$ cat src/rtl/fft_bist_pkg.sv
// fft_bist_pkg: shared definitions for the FFT stream BIST controller.
// FSM state encoding, packed complex field positions, default word width.
package fft_bist_pkg;

   localparam int DATA_W_DEF = 34;

   // {re_sign, re_int, re_frac, im_sign, im_int, im_frac}
   localparam int RE_SIGN = 33;
   localparam int IM_SIGN = 16;
   localparam int INT_W   = 8;
   localparam int FRAC_W  = 8;

   typedef enum logic [1:0] {
      ST_IDLE  = 2'd0,
      ST_DRIVE = 2'd1,
      ST_DRAIN = 2'd2
   } state_t;

endpackage

$ cat src/rtl/fft_stream_bist_if.sv
// fft_stream_bist_if: ROM address/data and DUT data bus of the FFT BIST.
// master = BIST controller side, slave = ROMs + datapath side.
interface fft_stream_bist_if import fft_bist_pkg::*; #(
   parameter int DATA_W    = DATA_W_DEF,
   parameter int FRAME_LEN = 16
);
   localparam int AW = $clog2(FRAME_LEN);

   logic [AW-1:0]     mem_addr;
   logic [DATA_W-1:0] stim_rdata;
   logic [DATA_W-1:0] exp_rdata;
   logic [DATA_W-1:0] dut_data_in;
   logic [DATA_W-1:0] dut_data_out;

   modport master (
      output mem_addr, dut_data_in,
      input  stim_rdata, exp_rdata, dut_data_out
   );

   modport slave (
      input  mem_addr, dut_data_in,
      output stim_rdata, exp_rdata, dut_data_out
   );
endinterface

$ cat src/rtl/fft_bist_dly.sv
// fft_bist_dly: DEPTH-stage shift register for {valid, expected word}.
// DEPTH=0 degenerates to a wire. Reset flushes everything in flight.
module fft_bist_dly import fft_bist_pkg::*; #(
   parameter int W     = DATA_W_DEF + 1,
   parameter int DEPTH = 1
) (
   input  logic         clk,
   input  logic         rst_n,
   input  logic [W-1:0] d,
   output logic [W-1:0] q
);
   generate
      if (DEPTH == 0) begin : g_wire
         assign q = d;
      end else begin : g_sr
         logic [DEPTH-1:0][W-1:0] sr;

         // shift toward the output end, one stage per cycle
         always_ff @(posedge clk or negedge rst_n) begin
            if (!rst_n) begin
               sr <= '0;
            end else begin
               sr[0] <= d;
               for (int i = 1; i < DEPTH; i++) sr[i] <= sr[i-1];
            end
         end

         assign q = sr[DEPTH-1];
      end
   endgenerate
endmodule

$ cat src/rtl/fft_stream_bist.sv
// fft_stream_bist: streams stimulus ROM frames into the FFT datapath,
// aligns the expected ROM stream to the datapath latency and counts
// mismatches. Optional FFT_BIST_FIRSTERR_EN adds first-mismatch capture
// (first_err_idx / first_err_data).
module fft_stream_bist import fft_bist_pkg::*; #(
   parameter int DATA_W    = DATA_W_DEF,
   parameter int FRAME_LEN = 16,
   parameter int LAT       = 1,
   parameter int ERR_W     = 16
) (
   input  logic              clk,
   input  logic              rst_n,
   input  logic              start,
   input  logic [7:0]        frames,
   fft_stream_bist_if.master bus,
   output logic              busy,
   output logic              done,
   output logic              pass,
   output logic [ERR_W-1:0]  err_cnt
`ifdef FFT_BIST_FIRSTERR_EN
   ,
   output logic [15:0]       first_err_idx,
   output logic [DATA_W-1:0] first_err_data
`endif
);
   localparam int AW = $clog2(FRAME_LEN);
   localparam int CW = AW + 8;   // run-wide sample counter
   localparam int DW = 5;        // drain counter, holds LAT+1 <= 16

   state_t            state, state_nxt;
   logic [CW-1:0]     cnt;
   logic [CW-1:0]     s_last;
   logic [DW-1:0]     dcnt;
   logic [7:0]        frames_q;
   logic              zero_pend;
   logic              accept, issue, last_issue, drain_end;
   logic [1:0]        vld_pipe;  // [0] ROM data valid, [1] dut_data_in valid
   logic [DATA_W-1:0] din_q, exp_q, cmp_exp;
   logic              cmp_vld, mismatch;
   logic [ERR_W-1:0]  err_nxt;

   // done cycle blocks start so a held start is taken one cycle after done
   assign accept     = (state == ST_IDLE) && start && !done && !zero_pend;
   assign issue      = (state == ST_DRIVE);
   assign s_last     = {frames_q, {AW{1'b0}}} - {{(CW-1){1'b0}}, 1'b1};
   assign last_issue = (cnt == s_last);
   assign drain_end  = (dcnt == DW'(LAT + 1));
   assign busy       = (state != ST_IDLE);

   assign bus.mem_addr    = cnt[AW-1:0];
   assign bus.dut_data_in = din_q;

   // state register
   always_ff @(posedge clk or negedge rst_n) begin
      if (!rst_n) state <= ST_IDLE;
      else        state <= state_nxt;
   end

   // next-state: IDLE -> DRIVE -> DRAIN -> IDLE
   always_comb begin
      state_nxt = state;
      case (state)
         ST_IDLE:  if (accept && frames != 8'd0) state_nxt = ST_DRIVE;
         ST_DRIVE: if (last_issue)               state_nxt = ST_DRAIN;
         ST_DRAIN: if (drain_end)                state_nxt = ST_IDLE;
         default:                                state_nxt = ST_IDLE;
      endcase
   end

   // sample/drain counters; low sample bits double as the ROM address
   always_ff @(posedge clk or negedge rst_n) begin
      if (!rst_n) begin
         cnt       <= '0;
         dcnt      <= '0;
         frames_q  <= '0;
         zero_pend <= 1'b0;
      end else begin
         zero_pend <= accept && (frames == 8'd0);
         if (accept) begin
            frames_q <= frames;
            cnt      <= '0;
         end else if (issue) begin
            cnt <= last_issue ? '0 : cnt + CW'(1);
         end
         dcnt <= (state == ST_DRAIN) ? dcnt + DW'(1) : '0;
      end
   end

   // ROM read stage -> registered DUT drive; invalid slots drive zero
   always_ff @(posedge clk or negedge rst_n) begin
      if (!rst_n) begin
         vld_pipe <= '0;
         din_q    <= '0;
         exp_q    <= '0;
      end else begin
         vld_pipe <= {vld_pipe[0], issue};
         din_q    <= vld_pipe[0] ? bus.stim_rdata : '0;
         exp_q    <= vld_pipe[0] ? bus.exp_rdata  : '0;
      end
   end

   fft_bist_dly #(.W(DATA_W + 1), .DEPTH(LAT)) u_dly (
      .clk   (clk),
      .rst_n (rst_n),
      .d     ({vld_pipe[1], exp_q}),
      .q     ({cmp_vld, cmp_exp})
   );

   assign mismatch = cmp_vld && (bus.dut_data_out != cmp_exp);

   always_comb begin
      err_nxt = err_cnt;
      if (accept)                         err_nxt = '0;
      else if (mismatch && err_cnt != '1) err_nxt = err_cnt + ERR_W'(1);
   end

   // run status: saturating error count, done pulse, sticky pass
   always_ff @(posedge clk or negedge rst_n) begin
      if (!rst_n) begin
         err_cnt <= '0;
         done    <= 1'b0;
         pass    <= 1'b0;
      end else begin
         err_cnt <= err_nxt;
         done    <= ((state == ST_DRAIN) && drain_end) || zero_pend;
         if (accept)                             pass <= 1'b0;
         else if ((state == ST_DRAIN) && drain_end) pass <= (err_nxt == '0);
         else if (zero_pend)                     pass <= 1'b1;
      end
   end

`ifdef FFT_BIST_FIRSTERR_EN
   logic [15:0] cmp_idx;
   logic        err_seen;

   // capture index and observed word of the first mismatch in a run
   always_ff @(posedge clk or negedge rst_n) begin
      if (!rst_n) begin
         cmp_idx        <= '0;
         err_seen       <= 1'b0;
         first_err_idx  <= '0;
         first_err_data <= '0;
      end else if (accept) begin
         cmp_idx        <= '0;
         err_seen       <= 1'b0;
         first_err_idx  <= '0;
         first_err_data <= '0;
      end else if (cmp_vld) begin
         cmp_idx <= cmp_idx + 16'd1;
         if (mismatch && !err_seen) begin
            err_seen       <= 1'b1;
            first_err_idx  <= cmp_idx;
            first_err_data <= bus.dut_data_out;
         end
      end
   end
`endif

endmodule
$ cat src/flat_wrapper.sv
// flat-port wrapper written by rule: the top's interface ports become plain ports
module fft_stream_bist_flat import fft_bist_pkg::*;
#(
   parameter int DATA_W    = DATA_W_DEF,
   parameter int FRAME_LEN = 16,
   parameter int LAT       = 1,
   parameter int ERR_W     = 16
)
  (clk, rst_n, start, frames, busy, done, pass, err_cnt, bus_mem_addr, bus_dut_data_in, bus_stim_rdata, bus_exp_rdata, bus_dut_data_out);
  fft_stream_bist_if #(.DATA_W(DATA_W), .FRAME_LEN(FRAME_LEN)) bus_i ();
  input  logic clk;
  input  logic rst_n;
  input  logic start;
  input  logic [7:0] frames;
  output logic busy;
  output logic done;
  output logic pass;
  output logic [ERR_W-1:0] err_cnt;
  output wire logic [$bits(bus_i.mem_addr)-1:0] bus_mem_addr;
  output wire logic [$bits(bus_i.dut_data_in)-1:0] bus_dut_data_in;
  input wire logic [$bits(bus_i.stim_rdata)-1:0] bus_stim_rdata;
  input wire logic [$bits(bus_i.exp_rdata)-1:0] bus_exp_rdata;
  input wire logic [$bits(bus_i.dut_data_out)-1:0] bus_dut_data_out;
  assign bus_mem_addr = bus_i.mem_addr;
  assign bus_dut_data_in = bus_i.dut_data_in;
  assign bus_i.stim_rdata = bus_stim_rdata;
  assign bus_i.exp_rdata = bus_exp_rdata;
  assign bus_i.dut_data_out = bus_dut_data_out;
  fft_stream_bist #(.DATA_W(DATA_W), .FRAME_LEN(FRAME_LEN), .LAT(LAT), .ERR_W(ERR_W)) u_core (.clk(clk), .rst_n(rst_n), .start(start), .frames(frames), .bus(bus_i), .busy(busy), .done(done), .pass(pass), .err_cnt(err_cnt));
endmodule
$ cat config.mk
export PLATFORM = sky130hd
export DESIGN_NAME = fft_stream_bist_flat
export DESIGN_NICKNAME = d
export VERILOG_FILES = /design/src/rtl/fft_bist_pkg.sv /design/src/rtl/fft_stream_bist_if.sv /design/src/rtl/fft_bist_dly.sv /design/src/rtl/fft_stream_bist.sv /design/src/flat_wrapper.sv
export SDC_FILE = /design/constraint.sdc
export NUM_CORES = 1
export LEC_CHECK = 0
export CAP_MARGIN = 20
export CORE_MARGIN = 5
export CORE_UTILIZATION = 52
export CTS_CLUSTER_DIAMETER = 100
export DETAILED_ROUTE_END_ITERATION = 16
export PLACE_DENSITY = 0.94
export SLEW_MARGIN = 20
export SYNTH_ARGS = -nofsm -noshare
export SYNTH_HDL_FRONTEND = slang
export SYNTH_SLANG_ARGS = --single-unit
$ cat constraint.sdc
create_clock -name clk -period 4.19 [get_ports clk]
set_input_delay 1.0475 -clock clk [delete_from_list [all_inputs] [get_ports clk]]
set_output_delay 1.0475 -clock clk [all_outputs]
set_load 0.1 [all_outputs]
## After elaboration in Yosys (flattened, before gate mapping)

Cells that the tools add are included.

| storage, ports and cells | value |
|---|---|
| logic and storage cells | 59 |
| bits in writable memories | 0 |
| bits in registers | 151 |
| bits in latches | 0 |
| output and inout port bits | 57 |
| memory bits (read-only) | 0 |
| memories | 0 |
| input bits | 113 |

| operators by class | value |
|---|---|
| equal/unequal tests | 9 |
| bitwise logic cells | 0 |
| add/sub/neg operators | 4 |
| magnitude comparators | 0 |
| shift-type cells | 0 |
| divide/modulo/power cells | 0 |
| reductions and logical operators | 19 |
| $mul | 0 |
| mux-type cells | 15 |

Operator list:

| kind | count |
|---|---|
| two-way mux 34 bit | 2 |
| two-way mux 12 bit | 3 |
| inequality test 34 bit | 1 |
| two-way mux 16 bit | 2 |
| adder 16 x 1 -> 16 bit, second input constant | 1 |
| zero test 16 bit | 1 |
| inequality test 16 bit, second input constant | 1 |
| adder 12 x 1 -> 12 bit, second input constant | 1 |
| == test 12 bit | 1 |
| subtractor 12 x 1 -> 12 bit, second input constant | 1 |
| logical AND 1 bit | 8 |
| zero test 8 bit | 1 |
| nonzero test 8 bit | 1 |
| two-way mux 2 bit | 3 |
| case mux 2 bit (3 select lines) | 1 |
| adder 5 x 1 -> 5 bit, second input constant | 1 |
| == test 5 x 2 -> 1 bit, second input constant | 1 |
| two-way mux 5 bit | 1 |
| inequality test 2 bit, second input constant | 2 |
| nonzero test 2 bit | 2 |
| two-way mux 1 bit | 3 |
| AND reduction 3 bit | 1 |
| nonzero test 3 bit | 1 |
| == test 2 x 1 -> 1 bit, second input constant | 1 |
| other kinds (5) | 6 |

## Logic depth before layout (Yosys ltp)

| logic depth | value |
|---|---|
| depth in word-level cells | 8 |
| gate-level depth with buffers | 11 |

## Cells and area by module

A second synthesis with hierarchy kept.

| second synthesis, totals | value |
|---|---|
| cell total of the unflattened synthesis | 518 |
| area, all modules | 6130.9 um^2 |

By module, submodules not included:

| module | instances | cells each | area an instance (um^2) |
|---|---|---|---|
| fft_stream_bist | 1 | 483 | 5255.0 |
| fft_bist_dly | 1 | 35 | 875.8 |

## Worst setup path after synthesis

Ideal clock, no wire load.

| path | value |
|---|---|
| path kind | input-to-reg |
| start point | in bus_dut_data_out[1] |
| end point | reg u_core.pass |
| path slack | 0.863 ns |
| arrival time | 3.232 ns |
| data required time | 4.095 ns |
| library setup time | 0.095 ns |
| stages on the path | 10 |
| cells stage by stage | xnor2_1 nand4_1 nor4_2 nand4_2 and3_1 buf_6 mux2i_1 or3b_1 or4_1 o31ai_1 |

| on the way | value |
|---|---|
| cells in the longest elaborated chain, start to end | 8 |

RTL lines:

| element | line | text |
|---|---|---|
| from (decl) | flat_wrapper.sv:23 | `input wire logic [$bits(bus_i.dut_data_out)-1:0] bus_dut_data_out;` |
| inequality test 34 bit | fft_stream_bist.sv:109 | `assign mismatch = cmp_vld && (bus.dut_data_out != cmp_exp);` |
| logical AND 1 bit | fft_stream_bist.sv:109 |  |
| logical AND 1 bit | fft_stream_bist.sv:114 | `else if (mismatch && err_cnt != '1) err_nxt = err_cnt + ERR_W'(1);` |
| two-way mux 16 bit | fft_stream_bist.sv:114 |  |
| two-way mux 16 bit | fft_stream_bist.sv:113 | `if (accept) err_nxt = '0;` |
| zero test 16 bit | fft_stream_bist.sv:127 | `else if ((state == ST_DRAIN) && drain_end) pass <= (err_nxt == '0);` |
| two-way mux 1 bit | fft_stream_bist.sv:127 |  |
| two-way mux 1 bit | fft_stream_bist.sv:126 | `if (accept) pass <= 1'b0;` |
| to (signal assigned) | fft_stream_bist.sv:127 |  |
| to (decl) | fft_stream_bist.sv:18 | `output logic pass,` |

Every way passes these cells.
A chain may end at the register's enable or synchronous reset.

## Final worst setup path

| path | value |
|---|---|
| start point | in bus_dut_data_out[1] |
| end point | reg u_core.pass |

| on the way | value |
|---|---|
| cells in the longest elaborated chain, start to end | 8 |

RTL lines:

| element | line | text |
|---|---|---|
| inequality test 34 bit | fft_stream_bist.sv:109 |  |
| logical AND 1 bit | fft_stream_bist.sv:109 |  |
| logical AND 1 bit | fft_stream_bist.sv:114 |  |
| two-way mux 16 bit | fft_stream_bist.sv:114 |  |
| two-way mux 16 bit | fft_stream_bist.sv:113 |  |
| named net u_core.err_nxt[14] | fft_stream_bist.sv:40 | `logic [ERR_W-1:0] err_nxt;` |
| zero test 16 bit | fft_stream_bist.sv:127 |  |
| two-way mux 1 bit | fft_stream_bist.sv:127 |  |
| two-way mux 1 bit | fft_stream_bist.sv:126 |  |

The timed path passes the listed nets, and every way through them passes these cells.

==> summary.txt <==
Status
  – Status: finished clean

Global route
  – Gr busiest metal: met2
  – Number of global-route vias before repair: 4885
  – Met2 GRT Util: between 30% and 40%
  – Antenna violations before repair: 0
  – Gr usage total: 22.0%
  – Met3 Track Usage GR: 7.35%
  – First-pass GRT wire length: about 24 mm
  – Pin count of the biggest net entering global routing: 107
  – Grt ovf: 0
  – Met1 Use GR: 24.7%

Floorplanning
  – Die Span Y: 119 um
  – Initial Util: 53.6%
  – Io pins: 170
  – Core Box Area: roughly 12000 sq um
  – Num rows: 39
  – Chip width: 119 um
  – Die area: 14200 sq um

Placement
  – Count of buffers from port buffering: 169
  – Placed insts: 826
  – Detailed placer's ending HPWL: 11.1 mm
  – Placed cell areas: 7990 sq um
  – Final Wtd Congestion: 0.911

Setup path
  – Worst setup EP type: register
  – Crit path max fanout: 9
  – Worst Path Required: 4.52 ns
  – Crit start category: input port
  – Kind of critical path: in2reg
  – WP data arrival: 4.09 ns

STA
  – Clock period minus worst slack: 3.75 ns
  – Minimum hold slack: 0.346 ns
  – Slew HR: 32.7%
  – Worst-Margin Slew: 1.01 ns
  – Final Setup Violations: 0
  – Max Fclk: between 200 and 300 MHz
  – Final Hold Viols: 0
  – Clock skew: between 0.01 and 0.015 ns
  – RSZ-0062 raised after global routing: false
  – Fin crit share: approximately 90%
  – Slew Limit Fails: 0

Synth
  – Most instantiated library cell after synthesis: dfrtp_1
  – Post-synth ARST share: between 90% and 100%
  – Yosys cell types: 52
  – Top cells by count, synth: 151 x dfrtp_1, 70 x and2_1, 48 x nand2_1
  – Post-synth top area share: roughly 61%
  – Synth area leaders: dfrtp_1 61%, and2_1 7.1%, xnor2_1 5.1%
  – Seq/Total Area, Yosys: 61.2%
  – Area leader, netlist: dfrtp_1
  – Mapped cell area: 6180 sq um
  – Synth warn: 0
  – Top FF cell, synth: dfrtp_1
  – FF+latch count, synth: 151
  – Average size of a mapped cell: approximately 12 sq um
  – Post-Syn Nets: 648
  – Mapped Cells: 530
  – Post-synth EDFFs: 0

Power
  – Leak: 3.87 nW
  – Seq pwr share: 43.1%
  – NetSw: 0.00106 W
  – Switching Fraction: 28.9%
  – Pwr dens: 429 nW/um^2
  – Clk network pwr share: 40.2%
  – Maximum vdd drop: 0.390 mV
  – Combinational power share: approximately 17%
  – Pint: 0.00262 W
  – Total chip power: 0.00368 W

Routing
  – First-pass detailed-route iteration total: 5
  – DRC violations left: 0
  – Vias: ~4.5k
  – Via-to-Cell Ratio: 5.24
  – Initial DRC count: 330
  – Antenna-violating nets left: 0
  – Final wirelength: 15.0 mm
  – Wirelength per Cell: 17.5 um

Clocking
  – CTS tree: yes
  – CTS clk-pin slew, worst paths: 0.06 ns
  – Clk_lat worst skew: 0.42 ns
  – CTS buffer count: 17
  – Post-CTS Setup Inserts: 0
  – Post-CTS Hold Fix Bufs: 0
  – Root buffer cell: clkbuf_16
  – Htree depth: 4
  – Sink Count: 151
  – CTS max path bufs: 2
  – Cts repair resizes: 0

Hold path
  – Hold Path Class: reg2reg

Layout
  – Design area: 8570 sq um
  – Number of diodes: 0
  – P&R area growth vs syn: 38.8%
  – Layout cell share with drive strength beyond 1: 7.41%
  – Non-filler cells, final: 858
  – Nets: 820
  – Final core utilization: 74.4%

Flow run
  – Max cap viols: 0
==> flip-flops by register name, summed over array words and instances (netlist names), 5 cells and up <==
register                flops
u_core.err_cnt             16
u_core.frames_q             8
u_core.u_dly.q             35
u_core.bus.dut_data_in     34
u_core.dcnt                 5
u_core.cnt                 12
u_core.exp_q               34
==> path summary, 6_finish.rpt <==
| kind | start | endpoint | slack, ns | cells past startpoint |
|---|---|---|---|---|
| max in group asynchronous | rst_n | u_core.frames_q[6] | 2.65 | 2 |
| worst min-delay path | u_core.exp_q[15] | u_core.u_dly.q[15] | 0.35 | 0 |
| worst max register to register | u_core.u_dly.q[3] | u_core.pass | 1.12 | 9 |
| worst max-delay path | bus_dut_data_out[1] | u_core.pass | 0.44 | 10 |
| min in group asynchronous | rst_n | u_core.u_dly.q[3] | 0.75 | 1 |
| worst min register to register | u_core.exp_q[15] | u_core.u_dly.q[15] | 0.35 | 0 |
==> placed cells by master (no fill, tap or decap), types with 3 or more instances in the layout <==
| cell type | Yosys | final |
|---|---|---|
| nand2_1 | 48 | 48 |
| and3_1 | 13 | 13 |
| clkbuf_16 | 0 | 17 |
| xnor2_1 | 36 | 36 |
| and2_1 | 70 | 70 |
| mux2i_1 | 5 | 5 |
| nor3b_1 | 9 | 9 |
| inv_1 | 9 | 9 |
| nor3_1 | 7 | 7 |
| nor4_1 | 6 | 6 |
| xor2_1 | 22 | 22 |
| a21oi_1 | 10 | 10 |
| inv_6 | 0 | 6 |
| a21o_1 | 9 | 9 |
| dfrtp_1 | 151 | 151 |
| o21ai_0 | 15 | 15 |
| nand3_1 | 9 | 9 |
| clkinvlp_4 | 0 | 3 |
| ha_1 | 5 | 5 |
| nor4_2 | 3 | 3 |
| nor2_1 | 30 | 30 |
| nand4_1 | 14 | 14 |
| nand2b_1 | 6 | 6 |
| buf_4 | 4 | 6 |
| clkdlybuf4s50_1 | 0 | 168 |
==> area by class of cell <==
class                           count  area [sq um]
Sequential cell                   151          3780
Fill cell                         733          2940
Multi-Input combinational cell    347          2240
Timing Repair Buffer              176          1760
Clock buffer                       18           439
Tap cell                          143           179
Clock inverter                     14           139
Inverter                            9          33.8
==> power by group through the flow <==
stage | clock network, W | registers (W) | logic (W)
finish | 0.00148 | 0.00159 | 0.000612
detailed placement | 0 | 0.00161 | 0.000615
CTS | 0.00150 | 0.00159 | 0.000618
global placement | 0 | 0.00161 | 0.000596
global route | 0.00158 | 0.00159 | 0.000651
floorplan | 0 | 0.00179 | 0.000192
==> through the flow <==
step / setup TNS (ns) / setup WS (ns)
floorplan: 0 / 0.863
finish: 0 / 0.435
CTS: 0 / 0.453
global placement: 0 / 0.145
detailed placement: -0.00545 / -0.00545
global route: 0 / 0.273
==> metal layers <==
metal  part of all wire (%)  vias up
met3                    7.3       34
met4                    2.3        0
met2                     53      191
met5                      0        -
met1                     37     2167
li1                       -     2104
==> critical path: stages <==
cell             delay (ns)
clkdlybuf4s50_1        0.49
xnor2_1                0.13
nand4_1                0.15
nor4_2                 0.39
nand4_2                0.29
and4bb_1               0.30
mux2i_1                0.14
or4_1                  0.52
or4_1                  0.41
o31ai_1                0.24
==> cells by family after synthesis <==
kind of cell             count (synthesis)  synth area share, %
AO/OA/AOI/OAI                           47                 5.02
flip-flops                             151                 61.2
adder cells (fa/ha/maj)                  5                 1.01
multiplexers                             5                0.810
buffers and inverters                   32                 2.47
AND/OR/NAND/NOR                        232                 21.3
XOR/XNOR                                58                 8.23
Note: power is estimated with default switching activity, not from simulation.
